File: src/rtl/encoded_pkg.sv
// Shared definitions for the symbol encoder and the decoder: encoder state
// encoding, line symbol codes and the transition table used to recover bits.
package encoded_pkg;

    // Encoder state as tracked by the decoder (also its debug-visible encoding).
    typedef enum logic [1:0] {
        S0 = 2'b00,
        S1 = 2'b01,
        S2 = 2'b10,
        S3 = 2'b11
    } state_t;

    // Line symbol codes. Each symbol names the state the encoder moved into.
    localparam logic [1:0] SYM_S0 = 2'b01;
    localparam logic [1:0] SYM_S1 = 2'b10;
    localparam logic [1:0] SYM_S2 = 2'b11;
    localparam logic [1:0] SYM_S3 = 2'b00;

    localparam int BYTE_W = 8;
    localparam int CNT_W  = 3;

    // Result of classifying one state transition.
    typedef struct packed {
        logic legal;    // transition exists in the encoder
        logic emit;     // transition carries a data bit
        logic bit_val;  // the data bit carried (valid when emit=1)
    } trans_t;

    // Map a received symbol to the encoder state it announces.
    function automatic state_t sym_to_state(input logic [1:0] sym);
        state_t st;
        case (sym)
            SYM_S0:  st = S0;
            SYM_S1:  st = S1;
            SYM_S2:  st = S2;
            default: st = S3;
        endcase
        return st;
    endfunction

    // Classify cur->nxt. Moves into S0 are never legal here: a symbol naming
    // S0 is an encoder-reset marker and is handled before this lookup.
    function automatic trans_t check_trans(input state_t cur, input state_t nxt);
        trans_t t;
        t = '{legal: 1'b0, emit: 1'b0, bit_val: 1'b0};
        case ({cur, nxt})
            {S0, S1}: t = '{legal: 1'b1, emit: 1'b0, bit_val: 1'b0};
            {S1, S2}: t = '{legal: 1'b1, emit: 1'b1, bit_val: 1'b1};
            {S1, S1}: t = '{legal: 1'b1, emit: 1'b1, bit_val: 1'b0};
            {S2, S3}: t = '{legal: 1'b1, emit: 1'b1, bit_val: 1'b1};
            {S2, S1}: t = '{legal: 1'b1, emit: 1'b1, bit_val: 1'b0};
            {S3, S2}: t = '{legal: 1'b1, emit: 1'b1, bit_val: 1'b1};
            {S3, S3}: t = '{legal: 1'b1, emit: 1'b1, bit_val: 1'b0};
            default:  t = '{legal: 1'b0, emit: 1'b0, bit_val: 1'b0};
        endcase
        return t;
    endfunction

endpackage

File: src/rtl/byte_assembler.sv
// Collects recovered bits into a byte, LSB first. A 3-bit counter selects the
// bit position written; byte_valid pulses with the 8th bit of each byte.
module byte_assembler
    import encoded_pkg::*;
(
    input  logic              clk,
    input  logic              reset,
    input  logic              i_bit_valid,
    input  logic              i_bit,
    input  logic              i_clr,
    output logic [BYTE_W-1:0] o_byte,
    output logic              o_byte_valid
);

    logic [CNT_W-1:0]  r_cnt;
    logic [BYTE_W-1:0] r_byte;
    logic              r_byte_valid;

    // Write each bit into its slot; counter clear restarts the byte without
    // disturbing bits already held in the byte register.
    always_ff @(posedge clk or posedge reset) begin
        if (reset) begin
            r_cnt        <= '0;
            r_byte       <= '0;
            r_byte_valid <= 1'b0;
        end else begin
            r_byte_valid <= 1'b0;
            if (i_clr) begin
                r_cnt <= '0;
            end else if (i_bit_valid) begin
                r_byte[r_cnt] <= i_bit;
                r_cnt         <= r_cnt + 1'b1;
                r_byte_valid  <= (r_cnt == CNT_W'(BYTE_W - 1));
            end
        end
    end

    assign o_byte       = r_byte;
    assign o_byte_valid = r_byte_valid;

endmodule

File: src/rtl/decoded.sv
// Symbol stream decoder: tracks the encoder state from received symbols,
// recovers data bits from legal transitions, flags illegal ones and hands
// bits to the byte assembler.
//
// Handshake: sym_in is consumed on every rising edge where sym_valid=1; there
// is no back-pressure. bit_valid, byte_valid and err are single-cycle pulses
// one cycle after the consuming edge and qualify bit_out / byte_out.
module decoded
    import encoded_pkg::*;
(
    input  logic        clk,
    input  logic        reset,
    input  logic [1:0]  sym_in,
    input  logic        sym_valid,
    input  logic        err_clr,
    output logic        bit_out,
    output logic        bit_valid,
    output logic [7:0]  byte_out,
    output logic        byte_valid,
    output logic        synced,
    output logic [1:0]  estados,
    output logic        err,
    output logic        err_sticky
);

    state_t r_state;
    logic   r_synced;
    logic   r_bit_out;
    logic   r_bit_valid;
    logic   r_err;
    logic   r_err_sticky;

    state_t w_sym_state;
    trans_t w_trans;
    logic   w_active;
    logic   w_marker;
    logic   w_illegal;
    logic   w_bit_fire;
    logic   w_cnt_clr;

    assign w_sym_state = sym_to_state(sym_in);
    assign w_trans     = check_trans(r_state, w_sym_state);

    // Only a valid symbol while synced is checked against the transition table.
    assign w_active   = sym_valid & r_synced;
    assign w_marker   = w_active & (sym_in == SYM_S0);
    assign w_illegal  = w_active & ~w_marker & ~w_trans.legal;
    assign w_bit_fire = w_active & ~w_marker & w_trans.legal & w_trans.emit;
    assign w_cnt_clr  = w_marker | w_illegal;

    // Tracking FSM: unsynced -> load state from symbol; synced -> follow legal
    // transitions, re-anchor on markers, drop sync on illegal symbols.
    always_ff @(posedge clk or posedge reset) begin
        if (reset) begin
            r_state      <= S0;
            r_synced     <= 1'b0;
            r_bit_out    <= 1'b0;
            r_bit_valid  <= 1'b0;
            r_err        <= 1'b0;
            r_err_sticky <= 1'b0;
        end else begin
            r_bit_valid <= w_bit_fire;
            r_err       <= w_illegal;
            if (w_bit_fire) begin
                r_bit_out <= w_trans.bit_val;
            end
            // Setting from a new error takes priority over a clear request.
            if (w_illegal) begin
                r_err_sticky <= 1'b1;
            end else if (err_clr) begin
                r_err_sticky <= 1'b0;
            end
            if (sym_valid) begin
                if (!r_synced) begin
                    r_state  <= w_sym_state;
                    r_synced <= 1'b1;
                end else if (w_marker) begin
                    r_state <= S0;
                end else if (w_illegal) begin
                    r_synced <= 1'b0;
                end else begin
                    r_state <= w_sym_state;
                end
            end
        end
    end

    byte_assembler u_byte_assembler (
        .clk          (clk),
        .reset        (reset),
        .i_bit_valid  (w_bit_fire),
        .i_bit        (w_trans.bit_val),
        .i_clr        (w_cnt_clr),
        .o_byte       (byte_out),
        .o_byte_valid (byte_valid)
    );

    assign bit_out    = r_bit_out;
    assign bit_valid  = r_bit_valid;
    assign synced     = r_synced;
    assign estados    = r_state;
    assign err        = r_err;
    assign err_sticky = r_err_sticky;

endmodule

File: config.mk
export PLATFORM = sky130hd
export DESIGN_NAME = decoded
export DESIGN_NICKNAME = d
export VERILOG_FILES = /design/src/rtl/encoded_pkg.sv /design/src/rtl/byte_assembler.sv /design/src/rtl/decoded.sv
export SDC_FILE = /design/constraint.sdc
export NUM_CORES = 1
export LEC_CHECK = 0
export ABC_CLOCK_PERIOD_IN_PS = 2540
export CAP_MARGIN = 20
export CORE_UTILIZATION = 30
export CTS_BUF_LIST = sky130_fd_sc_hd__clkbuf_8
export CTS_CLUSTER_DIAMETER = 80
export DETAILED_ROUTE_END_ITERATION = 6
export DONT_BUFFER_PORTS = 1
export HOLD_SLACK_MARGIN = 0.15
export MAX_ROUTING_LAYER = met4
export SETUP_SLACK_MARGIN = 0.2
export SLEW_MARGIN = 20
export SYNTH_ARGS = -nofsm -noshare
export SYNTH_HDL_FRONTEND = slang
export SYNTH_HIERARCHICAL = 1
export SYNTH_SLANG_ARGS = --single-unit
File: constraint.sdc
create_clock -name clk -period 2.54 [get_ports clk]
set_input_delay 0.254 -clock clk [delete_from_list [all_inputs] [get_ports clk]]
set_output_delay 0.254 -clock clk [all_outputs]
set_load 0.01 [all_outputs]
==> out/summary.txt, run 1 <==
Power Dens Cells - 732 nW/µm²
synth top area cells - dfrtp_1 (46%), ha_1 (8.5%), mux2_2 (5.4%)
hold depth - 2
GP Congestion - 0.778
final non-filler cell total - 144
die width - 60.8 µm
synthesized instance count - 94
Setup-failing EPs final - 0
VDD IR-drop max - 0.000246 V
diode count - 0
WL final - 1760 µm
syn_nets - 107
drt drc - 0
Tmin final - 2080 ps
critical path's top delay family - simple AND/OR/NAND/NOR gates
GRT Total Usage - 0.116
Levels on crit path - 7
Worst Clk Skew - 5.58 ps
Worst Path Buf+Inv - 1
largest net degree at the start of global routing - 13
DRT iter0 DRCs - 33
crit path DAT - 2230 ps
CP Cell Sequence - a21boi_1, or2_4, a21oi_1, buf_4, nand3b_4, nor3b_1, mux2_2
Ports - 22
slowest stage delay, CP - 490 ps
worst relative slew slack - 0.700
Post-DRT Antenna Nets - 0
pre-CTS worst setup slack - 425 ps
vias in the first global route - 662
Post-CTS Resized - 0
crit path kind - reg2reg
Critical Path Source Type - flip-flop
Hold Crit Class - in2reg
Core Region - 3150 µm²
initial antenna violation count - 0
num rows - 20
Skew-Pair Late Insertion Delay - 260 ps
post-synthesis sequential area ratio - 0.459
clk buf depth - 2
Final Cycle Share - 0.817
final critical-path setup slack - 464 ps
post-synth top area share - 0.459
Critical Path Source - estados[0]
DP HPWL - 1370 µm
Die Ht - 60.8 µm
reg2reg start - estados[0]
status - complete, no violations
share of cells above drive strength 1 - 0.170
Fin. Hold Viols - 0
post-synth cell types - 33
Worst Reg-to-Reg Cells - 7
CTS Buf Count - 3
commonest non-fill, non-tap cells in the layout - dfrtp_1 (19), inv_1 (9), nor2_1 (8)
final layout net count - 114
drt wl/cell - 12.2 µm
worst slew pin tran - 449 ps
fmax - 482 MHz
Die Area - 3690 µm²
first-pass GRT wire length - 2970 µm
post-synth top area cell - dfrtp_1
placed cell count - 137
clock slew at reported path FFs - 70 ps
setup TNS - 0 ps
vias - 674
Sink Count - 19
TritonCTS clock tree - built
Mean Syn Cell Area - 11.0 µm²
port bufs - 0
worst endpoint required time - 2690 ps
worst hold slack - 178 ps
CP Capture Type - flip-flop
Root Buffer - clkbuf_8
Overflow after GRT - 0
CP max-delay cell - dfrtp_1
Vias per Instance - 4.68
Crit Path Max Fanout - 9
Yosys warnings - 6
Netlist Area Pre-Place - 1040 µm²
post-CTS setup buffer count - 0
#FFs+latches synth - 19
Hold-fix buffers, CTS - 3
Pre-Repair DR Iteration Count - 4
RSZ-0062 raised after global routing - false
Max Slew Vio Count - 0
# H-tree levels - 1
most common cell after layout, fill and taps aside - dfrtp_1
hold path startpoint - sym_valid
leakage power - 0.000593 µW
Area Growth Syn to Fin - 12.1%
max-cap viol count - 0
starting density of the core - 0.329
synthesized netlist by cell type:
library cell and n:
a21oi_1 1, nand3b_1 3, buf_2 2, inv_1 9, nor3b_4 1, a32o_1 1
and4b_1 1, mux2_2 5, nand2_1 7, mux2_1 3, nor4_1 1, nand3b_4 1
nor3_1 2, ha_1 7, a211o_1 1, buf_6 1, nor2_1 8, or2_4 1
xnor2_1 1, a22o_1 1, and2b_2 1, o21ai_1 1, dfrtp_1 19, and3b_2 1
nor2b_1 1, nand3_1 1, o31ai_1 1, o22ai_1 2, nor3b_1 2, o21ai_0 3
mux2i_1 3, and4b_2 1, a21boi_1 1
per-stage QoR:
stage	util	area (µm²)	total power, µW
finish	0.368	1160	850
CTS	0.368	1160	865
global route	0.368	1160	913
floorplan	-	1040	596
detailed placement	0.344	1080	646
global placement	0.344	1080	640
per-layer routing:
layer  wire length, µm  GRT usage  vias to the layer above  share of wire
li1                  -          -                      337              -
met1               755      0.127                      309           0.43
met2               820      0.190                       25           0.47
met3               161     0.0469                        3          0.092
met4                21     0.0390                        0          0.012
met5                 0          -                        -              0
cell type report:
class	count	area, µm²
repair buffers	5	45.0
multi-input cells	63	505
clock buffers	3	41.3
flip-flops and latches	19	475
inverters	9	33.8
fillers	342	1990
clock inverters	1	5.00
well taps	44	55.1
state kept, by name, indices dropped and copies added (netlist names):
| signal | count |
|---|---|
| bit_out | 1 |
| bit_valid | 1 |
| err | 1 |
| err_sticky | 1 |
| estados | 2 |
| synced | 1 |
| u_byte_assembler/o_byte | 8 |
| u_byte_assembler/o_byte_valid | 1 |
| u_byte_assembler/r_cnt | 3 |
worst paths after layout:
kind	to	slack [ps]
setup / recovery	u_byte_assembler/o_byte[5]	460
hold / removal	estados[1]	180
setup reg to reg	u_byte_assembler/o_byte[5]	460
hold reg to reg	u_byte_assembler/o_byte[4]	560
max in group asynchronous	u_byte_assembler/r_cnt[2]	1770
min in group asynchronous	err_sticky	390
power breakdown:
group          internal [µW]  switching (µW)  leakage, µW
sequential               359             103     0.000252
combinational           95.2            81.0     0.000316
clock                    109             103    0.0000255
cell families after synthesis:
logic type / Yosys count / share of synthesized area
and+or+nand+nor: 32 / 0.202
DFF: 19 / 0.459
AOI/OAI and AO/OA: 12 / 0.0773
buffers and inverters: 12 / 0.0531
muxes: 11 / 0.116
adders and majority gates: 7 / 0.0845
xor gates and xnor gates: 1 / 0.00846
Power figures use the tool's default switching activity.
==> run 2, diff against run 1 <==
ABC_CLOCK_PERIOD_IN_PS = 2180   (was 2540)
clock period = 2.18 ns   (was 2.54 ns; I/O delays follow)
==> out/summary.txt, run 2 (synthesized netlist as in run 1, its figures left out) <==
crit path DAT - 2030 ps (-200 ps)
drt wl/cell - 13.0 µm (+6.8%)
final layout net count - 115 (+0.88%)
TritonCTS clock tree - built
die width - 60.8 µm (unchanged)
fmax - 531 MHz (+10%)
Post-DRT Antenna Nets - 0 (unchanged)
DP HPWL - 1420 µm (+3.8%)
Fin. Hold Viols - 0 (unchanged)
Sink Count - 19 (unchanged)
reg2reg start - estados[0]
CTS Buf Count - 3 (unchanged)
Max Slew Vio Count - 0 (unchanged)
Area Growth Syn to Fin - 15.3%
largest net degree at the start of global routing - 13 (unchanged)
Worst Reg-to-Reg Cells - 6 (-1)
leakage power - 0.000600 µW (+1.2%)
DRT iter0 DRCs - 20 (-39%)
Crit Path Max Fanout - 9 (unchanged)
RSZ-0062 raised after global routing - false
Power Dens Cells - 850 nW/µm² (+16%)
worst relative slew slack - 0.690 (-0.0101)
setup TNS - 0 ps (unchanged)
WL final - 1890 µm (+7.6%)
share of cells above drive strength 1 - 0.228 (+0.0577)
Vias per Instance - 4.83 (+3.1%)
max reg flops - 8 (unchanged)
# H-tree levels - 1 (unchanged)
most common cell after layout, fill and taps aside - dfrtp_1
worst slew pin tran - 464 ps (+15.2 ps)
Pre-Repair DR Iteration Count - 4 (unchanged)
pre-CTS worst setup slack - 172 ps (-253 ps)
port bufs - 0 (unchanged)
Ports - 22 (unchanged)
diode count - 0 (unchanged)
worst hold slack - 237 ps (+59.6 ps)
worst endpoint required time - 2320 ps (-370 ps)
Root Buffer - clkbuf_8
GP Congestion - 0.849 (+9.0%)
Pwr Total - 1020 µW (+19%)
vias in the first global route - 759 (+15%)
Die Area - 3690 µm² (unchanged)
Core Region - 3150 µm² (unchanged)
vias - 700 (+3.9%)
Skew-Pair Late Insertion Delay - 260 ps (about the same)
Critical Path Source - estados[0]
VDD IR-drop max - 0.000487 V (+97%)
hold depth - 2 (unchanged)
Setup-failing EPs final - 0 (unchanged)
Die Ht - 60.8 µm (unchanged)
clk buf depth - 2 (unchanged)
Hold Crit Class - in2reg
CP Capture Type - flip-flop
clock slew at reported path FFs - 70 ps (about the same)
Critical Path Source Type - flip-flop
commonest non-fill, non-tap cells in the layout - dfrtp_1 (16), inv_1 (9), nor2_1 (8)
filler cell count - 322 (-5.8%)
initial antenna violation count - 0 (unchanged)
Overflow after GRT - 0 (unchanged)
final critical-path setup slack - 297 ps (-167 ps)
crit path kind - reg2reg
num rows - 20 (unchanged)
max-cap viol count - 0 (unchanged)
Tmin final - 1880 ps (-193 ps)
status - complete, no violations
hold path startpoint - sym_valid
drt drc - 0 (unchanged)
Final Cycle Share - 0.864 (+0.0466)
Worst Clk Skew - 3.76 ps (-1.82 ps)
first-pass GRT wire length - 3210 µm (+7.9%)
GRT Total Usage - 0.122 (+0.00653)
starting density of the core - 0.329 (unchanged)
-- run 2: layout make-up --
cell class / instances / area [µm²] / area share
multi-input combinational: 63 / 528 / 0.442
clock inverter: 1 / 5.00 / 0.00419
sequential: 19 / 479 / 0.401
inverter: 9 / 33.8 / 0.0283
timing repair buffer: 6 / 52.6 / 0.0440
tap: 44 / 55.1 / 0.0461
clock buffer: 3 / 41.3 / 0.0346
-- run 2: repair_timing --
| item | in CTS | in global routing |
|---|---|---|
| setup buffers | 0 | 0 |
| cloned | 0 | 0 |
| hold buffers | 3 | 0 |
| gates resized for setup | 1 | 5 |
| endpoints found under the hold margin | 22 | 0 |
| setup endpoints to repair | 2 | 7 |
| pin swaps | 0 | 1 |
-- run 2: final timing paths --
path / slack, ps / endpoint
min: 240 / err_sticky
max reg2reg: 300 / u_byte_assembler/o_byte[5]
min reg2reg: 560 / u_byte_assembler/o_byte[4]
max: 300 / u_byte_assembler/o_byte[5]
min in group asynchronous: 370 / err_sticky
max in group asynchronous: 1430 / u_byte_assembler/o_byte[0]
-- run 2: critical path, cell delays in order, from the launching register on --
cell,delay [ps]
dfrtp_2,490
a22o_1,270
or2_4,290
a21oi_4,200
nand3b_4,170
nor3b_1,60
mux2_2,280
-- run 2: layer usage --
layer | vias up | share of wire | global-route usage
met3 | 2 | 0.090 | 0.0554
met4 | 0 | 0.0085 | 0.0357
met5 | - | 0 | -
met1 | 338 | 0.42 | 0.131
met2 | 26 | 0.48 | 0.203
li1 | 334 | - | -
-- run 2: where the power goes --
part,internal (µW),switching (µW)
Clock,127,115
Combinational,119,105
Sequential,422,128
Total,668,347
-- run 2: metrics by stage --
stage | area [µm²] | utilization | std cells
floorplan | 1040 | - | 94
global placement | 1100 | 0.348 | 138
detailed placement | 1100 | 0.348 | 138
CTS | 1180 | 0.373 | 145
global route | 1190 | 0.379 | 145
finish | 1190 | 0.379 | 145
==> run 3, diff against run 2 <==
CAP_MARGIN = 10   (was 20)
==> results of run 3 <==
Final layout, timing and power as in run 2 (identical DEF).
==> variant, RTL diff (config.mk and constraints of run 3) <==
Add an input register stage for `sym_in`, `sym_valid` and `err_clr`, without a reset; this delays them by one clock.
--- a/src/rtl/decoded.sv
+++ b/src/rtl/decoded.sv
@@ -23,6 +23,16 @@
     output logic        err_sticky
 );
 
+    logic [1:0] sym_q;
+    logic sym_valid_q;
+    logic err_clr_q;
+
+    always_ff @(posedge clk) begin
+        sym_q       <= sym_in;
+        sym_valid_q <= sym_valid;
+        err_clr_q   <= err_clr;
+    end
+
     state_t r_state;
     logic   r_synced;
     logic   r_bit_out;
@@ -38,12 +48,12 @@
     logic   w_bit_fire;
     logic   w_cnt_clr;
 
-    assign w_sym_state = sym_to_state(sym_in);
+    assign w_sym_state = sym_to_state(sym_q);
     assign w_trans     = check_trans(r_state, w_sym_state);
 
     // Only a valid symbol while synced is checked against the transition table.
-    assign w_active   = sym_valid & r_synced;
-    assign w_marker   = w_active & (sym_in == SYM_S0);
+    assign w_active   = sym_valid_q & r_synced;
+    assign w_marker   = w_active & (sym_q == SYM_S0);
     assign w_illegal  = w_active & ~w_marker & ~w_trans.legal;
     assign w_bit_fire = w_active & ~w_marker & w_trans.legal & w_trans.emit;
     assign w_cnt_clr  = w_marker | w_illegal;
@@ -67,10 +77,10 @@
             // Setting from a new error takes priority over a clear request.
             if (w_illegal) begin
                 r_err_sticky <= 1'b1;
-            end else if (err_clr) begin
+            end else if (err_clr_q) begin
                 r_err_sticky <= 1'b0;
             end
-            if (sym_valid) begin
+            if (sym_valid_q) begin
                 if (!r_synced) begin
                     r_state  <= w_sym_state;
                     r_synced <= 1'b1;
Check against the original RTL: not equivalent (Yosys sat finds a counterexample within 4 cycles, from zero or initial values and one cycle with reset high).
==> variant against run 3 <==
  * Core utilization is 3.8 points higher
  * Total power increased by 11%
  * Routed wire length rose by 9.8%
  * Worst setup slack got worse by 0.077 ns
  * Sequential cell count is 4 higher
  * Fmax decreased by 3.9%
  * Cell area grew 19%
  * First-iteration DRC count fell by 40%
  * Die area grew 4.8%
  * Sequential power rose by 8.4%
  * Area after synthesis grew 5.0%
  * Synthesized cell count decreased by 2.1%
  * Non-clock buffer count is 12 higher
  * Critical endpoint unchanged
  * Highest routed layer unchanged
==> variant: results (changes against run 3) <==
- Area of the multi-input gates: 577 um2 (was 528 um2)
- Setup bufs post-CTS: 7 (was 0)
- GR Util met3: 2.39% (was 5.54%)
- Clock group: 259 uW (was 242 uW)
- Multi-input gates: 58 (was 63)
- Worst stage delay on the critical path: 0.37 ns (was 0.49 ns)
- Leak: 0.000681 uW (was 0.000600 uW)
- Xor/xnor share of the synthesized area: 0.806% (was 0.845%)
- Worst rel slew slack: 69.4% (was 69.0%)
- Status: finished clean (unchanged)
- Non-clk bufs: 18 (was 6)
- Setup WS pre-CTS: 0.0631 ns (was 0.172 ns)
- Via/cell ratio: 4.63 (was 4.83)
- Logic gate share of total power: 24.1% (was 22.1%)
- GPL Wtd Cong: 0.778 (was 0.849)
- Worst path slowest cell: dfxtp_2 (was dfrtp_2)
- Initial drt markers: 12 (was 20)
- NetSw: 357 uW (was 347 uW)
- Hold_buf cts: 5 (was 3)
- Routing usage on met1: 13.8% (was 13.1%)
- Vias in the first global route: 786 (was 759)
- Max FO, Critical Path: 5 (was 9)
- Metal-1 WL: 949 um (was 794 um)
- Nets: 124 (was 115)
- Post-synth net total: 104 (was 107)
- Post-synthesis sequential area ratio: 51.1% (was 45.9%)
- Met2 routed WL: 1.02 mm (was 911 um)
- Multiplexer share of the synthesized area: 11.2% (was 11.6%)
- Met2 GRT Util: 19.8% (was 20.3%)
- Met3 WL: 84 um (was 170 um)
- CP arrival: 2.11 ns (was 2.03 ns)
- # fillers: 342 (was 322)
- Signal buffers share of area: 10.4% (was 4.40%)
- Largest cells by area after synthesis: dfrtp_1, dfxtp_1, ha_1, mux2_2, mux2_1 (was dfrtp_1, ha_1, mux2_2, inv_1, mux2_1)
- Asr flop ratio synth: 82.6% (was 100%)
- Seq area share: 39.5% (was 40.1%)
==> variant: final timing paths <==
path                                                   end      start  slack [ns]  cells past startpoint
min in group clk                                err_sticky  err_clr_q        0.48                      2
worst max-delay path            u_byte_assembler/o_byte[5]   sym_q[0]        0.22                      9
worst min-delay path                            err_sticky      reset        0.35                      2
worst min register to register                  err_sticky  err_clr_q        0.48                      2
max in group asynchronous       u_byte_assembler/o_byte[3]      reset        1.44                      2
worst max register to register  u_byte_assembler/o_byte[5]   sym_q[0]        0.22                      9
==> variant: metrics by stage <==
stage | utilization [%] | std cells | hold WS, ns | power (uW) | instance area [um2]
after floorplan | - | 92 | 0.0214 | 736 | 1100
after global placement | 34.0 | 138 | 0.0591 | 783 | 1160
after detailed placement | 34.0 | 138 | 0.0641 | 790 | 1160
after CTS | 39.0 | 154 | 0.351 | 1090 | 1330
after global routing | 41.7 | 157 | 0.386 | 1200 | 1430
final | 41.7 | 157 | 0.349 | 1130 | 1430
